<file path="config.mk">
export PLATFORM = sky130hd
export DESIGN_NAME = uart_tx_param
export DESIGN_NICKNAME = d
export VERILOG_FILES = /design/src/rtl/uart_pkg.sv /design/src/rtl/uart_baud_gen.sv /design/src/rtl/uart_tx_param.sv
export SDC_FILE = /design/constraint.sdc
export NUM_CORES = 1
export LEC_CHECK = 0
export ABC_CLOCK_PERIOD_IN_PS = 3700
export BUFFER_PORTS_ARGS = -buffer_cell sky130_fd_sc_hd__buf_2
export CAP_MARGIN = 15
export CORE_MARGIN = 2
export CORE_UTILIZATION = 39
export DETAILED_ROUTE_END_ITERATION = 8
export SYNTH_ARGS = -nofsm -noshare
export SYNTH_HDL_FRONTEND = slang
export SYNTH_HIERARCHICAL = 1
export SYNTH_SLANG_ARGS = --single-unit
</file>
<file path="constraint.sdc">
create_clock -name clk -period 3.7 [get_ports clk]
set_clock_uncertainty 0.2 [all_clocks]
set_input_delay 0.74 -clock clk [delete_from_list [all_inputs] [get_ports clk]]
set_output_delay 0.74 -clock clk [all_outputs]
set_load 0.005 [all_outputs]
</file>
<file path="src/rtl/uart_pkg.sv">
// uart_pkg: FSM states and parity constants shared by UART TX/RX.
// UART_TX_PARITY_EN adds the PARITY state and the parity helper.
package uart_pkg;

  localparam int PARITY_NONE = 0;
  localparam int PARITY_EVEN = 1;
  localparam int PARITY_ODD  = 2;

  typedef enum logic [2:0] {
    IDLE,
    START,
    DATA,
`ifdef UART_TX_PARITY_EN
    PARITY,
`endif
    STOP
  } uart_state_e;

`ifdef UART_TX_PARITY_EN
  // x is the XOR of all data bits; odd parity inverts it
  function automatic logic par_bit(
    input logic x,
    input int   mode
  );
    return x ^ (mode == PARITY_ODD);
  endfunction
`endif

endpackage

</file>
<file path="src/rtl/uart_baud_gen.sv">
// uart_baud_gen: one-cycle tick every CLKS_PER_BIT cycles while run=1.
// Ports: clk, rst_n, restart (zero phase), run (count enable), tick.
module uart_baud_gen #(
  parameter int CLKS_PER_BIT = 16
) (
  input  logic clk,
  input  logic rst_n,
  input  logic restart,
  input  logic run,
  output logic tick
);

  localparam int CW = $clog2(CLKS_PER_BIT);
  localparam logic [CW-1:0] LAST = CW'(CLKS_PER_BIT - 1);

  logic [CW-1:0] cnt;

  always_ff @(posedge clk or negedge rst_n) begin
    if (!rst_n) begin
      cnt <= '0;
    end else if (restart || !run) begin
      cnt <= '0;
    end else if (cnt == LAST) begin
      cnt <= '0;
    end else begin
      cnt <= cnt + 1'b1;
    end
  end

  assign tick = run && (cnt == LAST);

endmodule

</file>
<file path="src/rtl/uart_tx_param.sv">
// uart_tx_param: parameterised UART transmitter, registered tx line.
// Ports: clk, rst_n, in_valid/in_data/in_ready (frame input),
// tx (serial, idle high), busy, tx_done (end-of-frame pulse).
// Macro UART_TX_PARITY_EN enables the PARITY state / PARITY_MODE.
module uart_tx_param #(
  parameter int DATA_BITS    = 8,
  parameter int CLKS_PER_BIT = 16,
  parameter int PARITY_MODE  = 0,
  parameter int STOP_BITS    = 1
) (
  input  logic                 clk,
  input  logic                 rst_n,
  input  logic                 in_valid,
  input  logic [DATA_BITS-1:0] in_data,
  output logic                 in_ready,
  output logic                 tx,
  output logic                 busy,
  output logic                 tx_done
);

  import uart_pkg::*;

  localparam int IW = 4;
  localparam logic [IW-1:0] DB_LAST = IW'(DATA_BITS - 1);
  localparam logic [IW-1:0] SB_LAST = IW'(STOP_BITS - 1);

`ifdef UART_TX_PARITY_EN
  localparam bit HAS_PAR = (PARITY_MODE != PARITY_NONE);
`else
  // parity compiled out: the mode is forced off
  localparam bit HAS_PAR = 1'b0 && (PARITY_MODE != PARITY_NONE);
`endif

  uart_state_e          state;
  uart_state_e          state_nx;
  logic [IW-1:0]        idx;
  logic [IW-1:0]        idx_nx;
  logic [DATA_BITS-1:0] data_q;
  logic [DATA_BITS-1:0] data_sh;
  logic                 ready_q;
  logic                 tx_q;
  logic                 done_q;
  logic                 tx_nx;
  logic                 done_nx;
  logic                 accept;
  logic                 tick;

  // ready_q is only ever set while the FSM sits in IDLE
  assign accept = in_valid && ready_q;

  uart_baud_gen #(
    .CLKS_PER_BIT(CLKS_PER_BIT)
  ) u_baud (
    .clk    (clk),
    .rst_n  (rst_n),
    .restart(accept),
    .run    (state != IDLE),
    .tick   (tick)
  );

  always_ff @(posedge clk or negedge rst_n) begin
    if (!rst_n) begin
      state   <= IDLE;
      idx     <= '0;
      data_q  <= '0;
      ready_q <= 1'b0;
      tx_q    <= 1'b1;
      done_q  <= 1'b0;
    end else begin
      state   <= state_nx;
      idx     <= idx_nx;
      ready_q <= (state_nx == IDLE);
      tx_q    <= tx_nx;
      done_q  <= done_nx;
      if (accept) begin
        data_q <= in_data;
      end
    end
  end

  always_comb begin
    state_nx = state;
    case (state)
      IDLE: begin
        if (accept) state_nx = START;
      end
      START: begin
        if (tick) state_nx = DATA;
      end
      DATA: begin
`ifdef UART_TX_PARITY_EN
        if (tick && idx == DB_LAST)
          state_nx = HAS_PAR ? PARITY : STOP;
`else
        if (tick && idx == DB_LAST && !HAS_PAR)
          state_nx = STOP;
`endif
      end
`ifdef UART_TX_PARITY_EN
      PARITY: begin
        if (tick) state_nx = STOP;
      end
`endif
      STOP: begin
        if (tick && idx == SB_LAST) state_nx = IDLE;
      end
      default: state_nx = IDLE;
    endcase

    // bit index restarts in every new state
    if (state_nx != state) begin
      idx_nx = '0;
    end else if (tick) begin
      idx_nx = idx + 1'b1;
    end else begin
      idx_nx = idx;
    end
  end

  // tx is computed from the next state so the flop
  // shows the new bit in the same cycle the state does
  always_comb begin
    data_sh = data_q >> idx_nx;
    done_nx = (state == STOP) && (state_nx == IDLE);
    tx_nx   = 1'b1;
    case (state_nx)
      START:  tx_nx = 1'b0;
      DATA:   tx_nx = data_sh[0];
`ifdef UART_TX_PARITY_EN
      PARITY: tx_nx = par_bit(^data_q, PARITY_MODE);
`endif
      default: tx_nx = 1'b1;
    endcase
  end

  assign in_ready = ready_q;
  assign tx       = tx_q;
  assign tx_done  = done_q;
  assign busy     = (state != IDLE);

endmodule

</file>
# Word-level counts from Yosys, hierarchy flattened
# Index checks and enable logic that the tools add are counted.
[word_totals]
ff_bits = 22
in_bits = 11
output_inout_bits = 4
wordCells = 39
[op_classes]
n_addsub = 2
eq_ne = 8
n_shift = 1
mux = 10
reduce_logical = 11
[op_table]
columns = ["op", "count"]
rows = [
  ["$mux W4", 4],
  ["$mux W3", 4],
  ["$pmux W3 S4", 1],
  ["$eq A3 B2 Y1 const B", 3],
  ["$add A4 B1 Y4 const B", 2],
  ["$shr A8 B4 Y1", 1],
  ["$eq A3 B1 Y1 const B", 2],
  ["$logic_not A3 Y1", 2],
  ["$logic_and A1 B1 Y1", 5],
  ["$eq A4 B3 Y1 const B", 1],
  ["$eq A4 B4 Y1 const B", 1],
  ["$logic_not A4 Y1", 1],
  ["$ne A3 B3 Y1", 1],
  ["$reduce_bool A3 Y1", 1],
  ["$pmux W1 S2", 1],
  ["$logic_not A1 Y1", 1],
  ["$logic_or A1 B1 Y1", 1],
]

# Logic depth before layout (Yosys ltp)
# Gate-level depths: netlist of run 1.
[depth]
depth_word = 9
ltp_mapped = 9
depth_no_buf = 8

# Hierarchy
# Netlist of run 1, hierarchy kept.
[modules_own_cells]
columns = ["module", "n_inst", "cells_each", "area_per_inst_um2", "seq_area_each_um2"]
rows = [
  ["uart_tx_param", 1, 87, 989.7, 451.7],
  ["uart_baud_gen", 1, 15, 180.2, 100.1],
]

# Worst setup path after synthesis of run 1
# No wires, ideal clock.
[synth_path]
path_type = "register to register"
start = "reg state[2]"
end = "reg tx_q (netlist: tx)"
setup_time_ps = 93
t_arrival_ps = 2163
required_ps = 3407
setup_slack_ps = 1244
stages_incl_launch_ff = 9
path_buffers = 1
period_less_slack_ps = 2456
path_cell_list = "dfrtp_1 > or3_1 > and4_2 > buf_6 > xnor2_2 > mux4_2 > nor2b_4 > o21ai_2 > a221oi_2"
[synth_between]
elab_chain_len = 9
word_cells_on_any_way = 20
classes_between = "eq/ne: 6; shift: 1; mux: 8; reduce/logical: 5"
[synth_rtl]
columns = ["item", "line", "source"]
rows = [
  ["start: declaration", "uart_tx_param.sv:34", "uart_state_e state;"],
  ["start signal: assignment", "uart_tx_param.sv:70", "state <= state_nx;"],
  ["$reduce_bool A3 Y1 (*)", "-", ""],
  ["named net busy", "uart_tx_param.sv:17", "output logic busy,"],
  ["$logic_and A1 B1 Y1 (*)", "uart_baud_gen.sv:30", "assign tick = run && (cnt == LAST);"],
  ["named net tick", "uart_tx_param.sv:46", "logic tick;"],
  ["$logic_and A1 B1 Y1, on equally long branches", "uart_tx_param.sv:105, uart_tx_param.sv:95", ""],
  ["$mux W3, on equally long branches", "uart_tx_param.sv:105, uart_tx_param.sv:95", ""],
  ["$pmux W3 S4", "uart_tx_param.sv:83", "case (state)"],
  ["$ne A3 B3 Y1", "uart_tx_param.sv:111", "if (state_nx != state) begin"],
  ["$mux W4", "uart_tx_param.sv:111", ""],
  ["$shr A8 B4 Y1", "uart_tx_param.sv:123", "data_sh = data_q >> idx_nx;"],
  ["$pmux W1 S2 (*)", "uart_tx_param.sv:126", "case (state_nx)"],
  ["named net tx_nx", "uart_tx_param.sv:43", "logic tx_nx;"],
  ["end signal: assignment", "uart_tx_param.sv:73", "tx_q <= tx_nx;"],
  ["end: declaration", "uart_tx_param.sv:41", "logic tx_q;"],
]
# The timed path passes the listed nets; every way through them passes the cells marked *.
# A chain may end at the register's enable or synchronous reset.

# Final worst setup path of run 1
[layout_path]
start = "reg state[2]"
end = "reg tx_q (netlist: tx)"
[layout_between]
elab_chain_len = 9
word_cells_on_any_way = 20
classes_between = "eq/ne: 6; shift: 1; mux: 8; reduce/logical: 5"
[layout_rtl]
columns = ["item", "line", "source"]
rows = [
  ["$reduce_bool A3 Y1 (*)", "uart_tx_param.sv:57", ".run (state != IDLE),"],
  ["$logic_and A1 B1 Y1 (*)", "uart_baud_gen.sv:30", ""],
  ["named net tick", "uart_tx_param.sv:46", ""],
  ["$logic_and A1 B1 Y1, on equally long branches", "uart_tx_param.sv:105, uart_tx_param.sv:95", ""],
  ["$mux W3, on equally long branches", "uart_tx_param.sv:105, uart_tx_param.sv:95", ""],
  ["$pmux W3 S4", "uart_tx_param.sv:83", ""],
  ["$ne A3 B3 Y1", "uart_tx_param.sv:111", ""],
  ["$mux W4", "uart_tx_param.sv:111", ""],
  ["$shr A8 B4 Y1", "uart_tx_param.sv:123", ""],
  ["$pmux W1 S2 (*)", "uart_tx_param.sv:126", ""],
  ["named net tx_nx", "uart_tx_param.sv:43", ""],
]
# Marked as above.

==> results of run 1 <==
[cells in the mapped netlist (all sizes together) (3+ instances only)]
library cell | n | area (um2)
a311oi | 3 | 26.3
buf | 4 | 38.8
dfrtp | 21 | 526
ha | 3 | 37.5
inv | 6 | 22.5
mux2 | 7 | 78.8
nand2 | 6 | 25.0
nand3b | 3 | 22.5
nor2 | 11 | 41.3
o21ai | 3 | 18.8
xor2 | 3 | 33.8
[cells by family after synthesis]
| group | after synthesis | share of synthesized area |
|---|---|---|
| AOI/OAI and AO/OA | 16 | 0.113 |
| other | 1 | 0.00321 |
| buffers and inverters | 10 | 0.0524 |
| xor gates and xnor gates | 5 | 0.0503 |
| DFF | 22 | 0.472 |
| muxes | 9 | 0.0952 |
| and+or+nand+nor | 36 | 0.182 |
| adders and majority gates | 3 | 0.0321 |
[report_power, final]
part,leakage [nW],internal [mW],switching [mW]
clock,0.0150,0.0420,0.0725
combinational,0.258,0.0374,0.0345
sequential,0.277,0.268,0.0180
total,0.550,0.347,0.125
[stage by stage]
stage	power (mW)	instance area, um2	worst slack, ns	utilization
finish	0.472	1270	1.12	0.451
CTS	0.478	1270	1.10	0.451
global placement	0.361	1240	1.18	0.442
floorplan	0.334	1170	1.24	-
detailed placement	0.364	1240	1.13	0.442
global route	0.496	1270	1.00	0.451
[registers in the layout, summed over array words and instances (netlist names)]
signal and cells:
data_q 8, idx 4, u_baud/cnt 4, state 3
in_ready 1, tx 1, tx_done 1
[final cells by class]
type | count | area share
Tap cell | 31 | 0.0306
Multi-Input combinational cell | 70 | 0.440
Timing Repair Buffer | 14 | 0.0553
Inverter | 6 | 0.0178
Clock buffer | 4 | 0.0208
Sequential cell | 22 | 0.436
[final timing paths]
path                              to  slack (ns)  cells past startpoint
min                        data_q[2]        0.18                      1
min in group clk           data_q[4]        0.31                      1
max                               tx        1.12                      7
max in group asynchronous         tx        2.76                      1
max reg2reg                       tx        1.12                      7
min reg2reg                data_q[4]        0.31                      1
[routing by layer]
metal / global-route usage / routed length, um / vias to the layer above
met5: 0 / 0 / -
met4: 0.0390 / 17 / 0
met3: 0.0330 / 57 / 2
met2: 0.225 / 1010 / 11
met1: 0.190 / 1040 / 398
li1: - / - / 393
==> results.cfg, run 1 <==
[run_status]
outcome = finished with violations
violations = DRC

[route]
vias_per_cell = 5.47
drc = 1
drt_wl_total_mm = 2.13
via_count = 804
first_iter_violations = 24
ant_nets = 0
wl_per_cell_um = 14.5
firstDrtPassIters = 6

[die]
io-pin-count = 15
die_area_um2 = 3450
die-width_um = 58.8
core_area_um2 = 2810
die_height_um = 58.8
placement_rows = 19
start_util = 0.417

[synthesis]
syn_inst = 102
syn_area_um2 = 1170
syn_area_per_cell_um2 = 11.5
synth_cell_types = 44
yosysSeqAreaShare = 0.472
synth_flop_cell = dfrtp_1
async_flop_share = 1.00
synth_warnings = 6
syn_nets = 116
synth_edf_count = 0
ys_ff_latch = 22

[clock_network]
cts_hold_buf = 0
cts_max_level = 1
cts_sinks = 22
numCtsBuffers = 3
cts.clk_slew.worst_paths_ns = 0.12
cts_setup_buffers = 0
insertion_delay_ns = 0.30
cts_tree = done
cts_root_buf = clkbuf_4
clk_path_buf_depth = 2
cts_repair_resize_count = 0

[worst_setup_path]
path_buf_inv = 0
r2r-start = state[2]
path_max_fanout = 15
slowest_stage = mux4_2
cpPeakStageDelay_ns = 0.52
worstSetupEndpointType = flop
worstPathArrival_ns = 2.62
cp_cell_sequence = or3_1 -> and4_2 -> xnor2_2 -> mux4_2 -> nor2b_4 -> o21ai_2 -> a221oi_2
crit_type = reg2reg
worstSetupStartpointType = flop
critPathTopFamily = simple AND/OR/NAND/NOR gates
crit_start = state[2]
required_ns = 3.73

[cells_and_area]
diodes = 0
final_cell_mix = 21 x dfrtp_1, 14 x buf_2, 11 x nor2_1
multi_input_area_um2 = 557
fin_nets = 131
layout_commonest_cell = dfrtp_1
layout.cells.non_filler = 147
area_growth_pct = 8.23
num-fill-cells = 256
layout-drive-gt1-share = 0.302
seqCellArea_um2 = 552

[timing]
holdWs_ns = 0.178
finalSetupViolations = 0
fin_tns_setup_ns = 0
final_hold_viol_count = 0
fin_crit_ns = 2.58
grt_setup_unrepaired = false
fmax_ghz = 0.387
period_share = 0.698
slew_violations = 0

[grt]
track_usage = 0.140
overflow = 0
first_global_vias = 816
grt_antenna_before_repair = 0
grt_max_degree = 23
grt_pass1_wl_mm = 3.70

[pwr]
p_leak_nw = 0.550
power_density_nw_per_um2 = 373
ir_drop_mv = 0.259

[placement]
port_buffers = 14
gp_congestion = 0.783
place_inst = 143
hpwl_mm = 1.60

[flow_run]
maxCapViolations = 0

[min_path]
hold_class = in2async
Note: power is estimated with default switching activity, not from simulation.
==> inputs of run 2 (changes only) <==
--- a/config.mk
+++ b/config.mk
@@ -5,7 +5,8 @@
 export SDC_FILE = /design/constraint.sdc
 export NUM_CORES = 1
 export LEC_CHECK = 0
-export ABC_CLOCK_PERIOD_IN_PS = 3700
+export ABC_AREA = 1
+export ABC_CLOCK_PERIOD_IN_PS = 2680
 export BUFFER_PORTS_ARGS = -buffer_cell sky130_fd_sc_hd__buf_2
 export CAP_MARGIN = 15
 export CORE_MARGIN = 2
==> constraint.sdc (replaced) <==
create_clock -name clk -period 2.68 [get_ports clk]
set_clock_uncertainty 0.2 [all_clocks]
set_input_delay 0.536 -clock clk [delete_from_list [all_inputs] [get_ports clk]]
set_output_delay 0.536 -clock clk [all_outputs]
set_load 0.005 [all_outputs]
==> run 2 against run 1 <==
  * The run now ends clean
  * Flip-flop and latch count unchanged
  * Cell count up 34%
  * Area after synthesis grew 1.5%
  * Critical path type unchanged
  * Combinational power grew 78%
  * Global-route usage is 1.1 points higher
  * Sequential power rose by 34%
==> results.cfg, run 2 <==
[run_status]
outcome = completed

[synthesis]
syn_nets = 160
yosys.area.top_type_share = 0.443
synth_edf_count = 0
async_flop_share = 1.00
yosysSeqAreaShare = 0.465
syn_area_per_cell_um2 = 8.13
yosysMostFrequentCell = nand2_1
synth_area_leaders = dfrtp_1 44%, nand2_1 9.2%, inv_1 7.6%
synth_flop_cell = dfrtp_1
synth_top_cell_by_area = dfrtp_1
ys_ff_latch = 22
synth_cell_types = 23
syn_area_um2 = 1190
synth_warnings = 6
synthTopCellsByCount = 29 x nand2_1, 24 x inv_1, 21 x dfrtp_1, 14 x nor2_1
syn_inst = 146

[die]
core_area_um2 = 2980
die_area_um2 = 3500
placement_rows = 20
die-width_um = 59.2
die_height_um = 59.2
start_util = 0.399
io-pin-count = 15

[cells_and_area]
layout-drive-gt1-share = 0.250
layout.cells.non_filler = 197
num-fill-cells = 283
reg.largest.list = data_q (8), idx (4), u_baud/cnt (4)
area_growth_pct = 14.3
fin_nets = 179
final_cell_mix = 29 x nand2_1, 24 x inv_1, 21 x dfrtp_1
largest_register_ffs = 8
final_util = 0.456
top_register = data_q
diodes = 0
final_area_um2 = 1360
layout_commonest_cell = nand2_1

[route]
drt_wl_total_mm = 2.16
firstDrtPassIters = 4
via_count = 942
first_iter_violations = 21
wl_per_cell_um = 11.0
vias_per_cell = 4.78
drc = 0
ant_nets = 0

[worst_setup_path]
worstSetupEndpointType = flop
crit_type = reg2reg
required_ns = 2.73
worstSetupStartpointType = flop
path_max_fanout = 7
worstPathArrival_ns = 2.41

[placement]
place_ws_ns = 0.355
gp_congestion = 0.852
port_buffers = 14
postPlaceCellArea_um2 = 1290
hpwl_mm = 1.65
place_inst = 192

[clock_network]
cts_max_level = 1
cts_tree = done
cts_root_buf = clkbuf_4
cts.clk_slew.worst_paths_ns = 0.13
insertion_delay_ns = 0.32
cts_sinks = 22
numCtsBuffers = 3
cts_setup_buffers = 0
clk_path_buf_depth = 2

[timing]
grt_setup_unrepaired = false
fin_crit_ns = 2.36
finalSetupViolations = 0
period_share = 0.880
slew_violations = 0
final_hold_viol_count = 0
fin_ws_ns = 0.323
fin_tns_setup_ns = 0
fmax_ghz = 0.424
holdWs_ns = 0.210

[grt]
grt_pass1_wl_mm = 3.96
grt_max_degree = 23
first_global_vias = 963
overflow = 0
track_usage = 0.152
grt_antenna_before_repair = 0

[flow_run]
maxCapViolations = 0

[pwr]
p_total_mw = 0.765
power_density_nw_per_um2 = 563
ir_drop_mv = 0.294
p_leak_nw = 0.727

[min_path]
hold_class = in2reg
-- run 2: cell count changes in the layout (fill, tap and decap cells not counted), sizes merged, moves of 3 or more --
cell	change
a311oi	-3
inv	+24
mux2	-7
nand2	+28
nand3	+13
nand3b	-3
nand4	+6
nor2	+8
o21ai	+6
-- run 2: timing repair --
action                                 CTS  global route
endpoints found under the hold margin   21             0
gates resized for setup                  0             0
hold buffers                             1             0
-- run 2: worst paths after layout --
kind | cells past startpoint | endpoint | slack [ns] | startpoint
max reg2reg | 14 | tx | 0.32 | u_baud/cnt[0]
min in group asynchronous | 2 | idx[2] | 0.50 | rst_n
min | 3 | data_q[1] | 0.21 | in_data[1]
max | 14 | tx | 0.32 | u_baud/cnt[0]
max in group asynchronous | 2 | tx | 1.42 | rst_n
min reg2reg | 1 | u_baud/cnt[0] | 0.31 | u_baud/cnt[0]
-- run 2: cell type report --
| class | instances | area, um2 | area share |
|---|---|---|---|
| multi-input cells | 93 | 519 | 0.382 |
| clock buffers | 3 | 22.5 | 0.0166 |
| flip-flops and latches | 22 | 552 | 0.406 |
| inverters | 30 | 113 | 0.0829 |
| clock inverters | 1 | 30.0 | 0.0221 |
| repair buffers | 15 | 80.1 | 0.0590 |
| well taps | 33 | 41.3 | 0.0304 |
-- run 2: metal layers --
| metal | track usage | vias up | wire length, um |
|---|---|---|---|
| met3 | 0.0197 | 7 | 57 |
| li1 | - | 484 | - |
| met4 | 0.0974 | 0 | 63 |
| met2 | 0.268 | 16 | 1100 |
| met5 | 0 | - | 0 |
| met1 | 0.171 | 435 | 938 |
-- run 2: cell families (layout without fill, tap and decap cells) --
group / Yosys count / after routing / share of synthesized area
adders and majority gates: 3 / 3 / 0.0316
xor gates and xnor gates: 4 / 4 / 0.0295
DFF: 22 / 22 / 0.465
buffers and inverters: 31 / 49 / 0.0980
other: 1 / 1 / 0.00316
and+or+nand+nor: 75 / 75 / 0.329
AOI/OAI and AO/OA: 10 / 10 / 0.0443
-- run 2: power breakdown --
group | internal (mW) | leakage, nW | switching (mW)
sequential | 0.368 | 0.281 | 0.0157
clock | 0.151 | 0.0279 | 0.103
combinational | 0.0444 | 0.417 | 0.0832
total | 0.563 | 0.727 | 0.201
-- run 2: critical path: stages, from the launching register on --
cell     delay, ns
dfrtp_1       0.42
ha_1          0.20
nand3_1       0.11
nor2_1        0.34
nand2_2       0.12
inv_2         0.07
nand2_2       0.06
o21ai_1       0.21
nor2_4        0.10
nand3_2       0.11
nand2_1       0.07
nand3_1       0.08
nand3_2       0.07
nand4_1       0.07
nand2_1       0.05
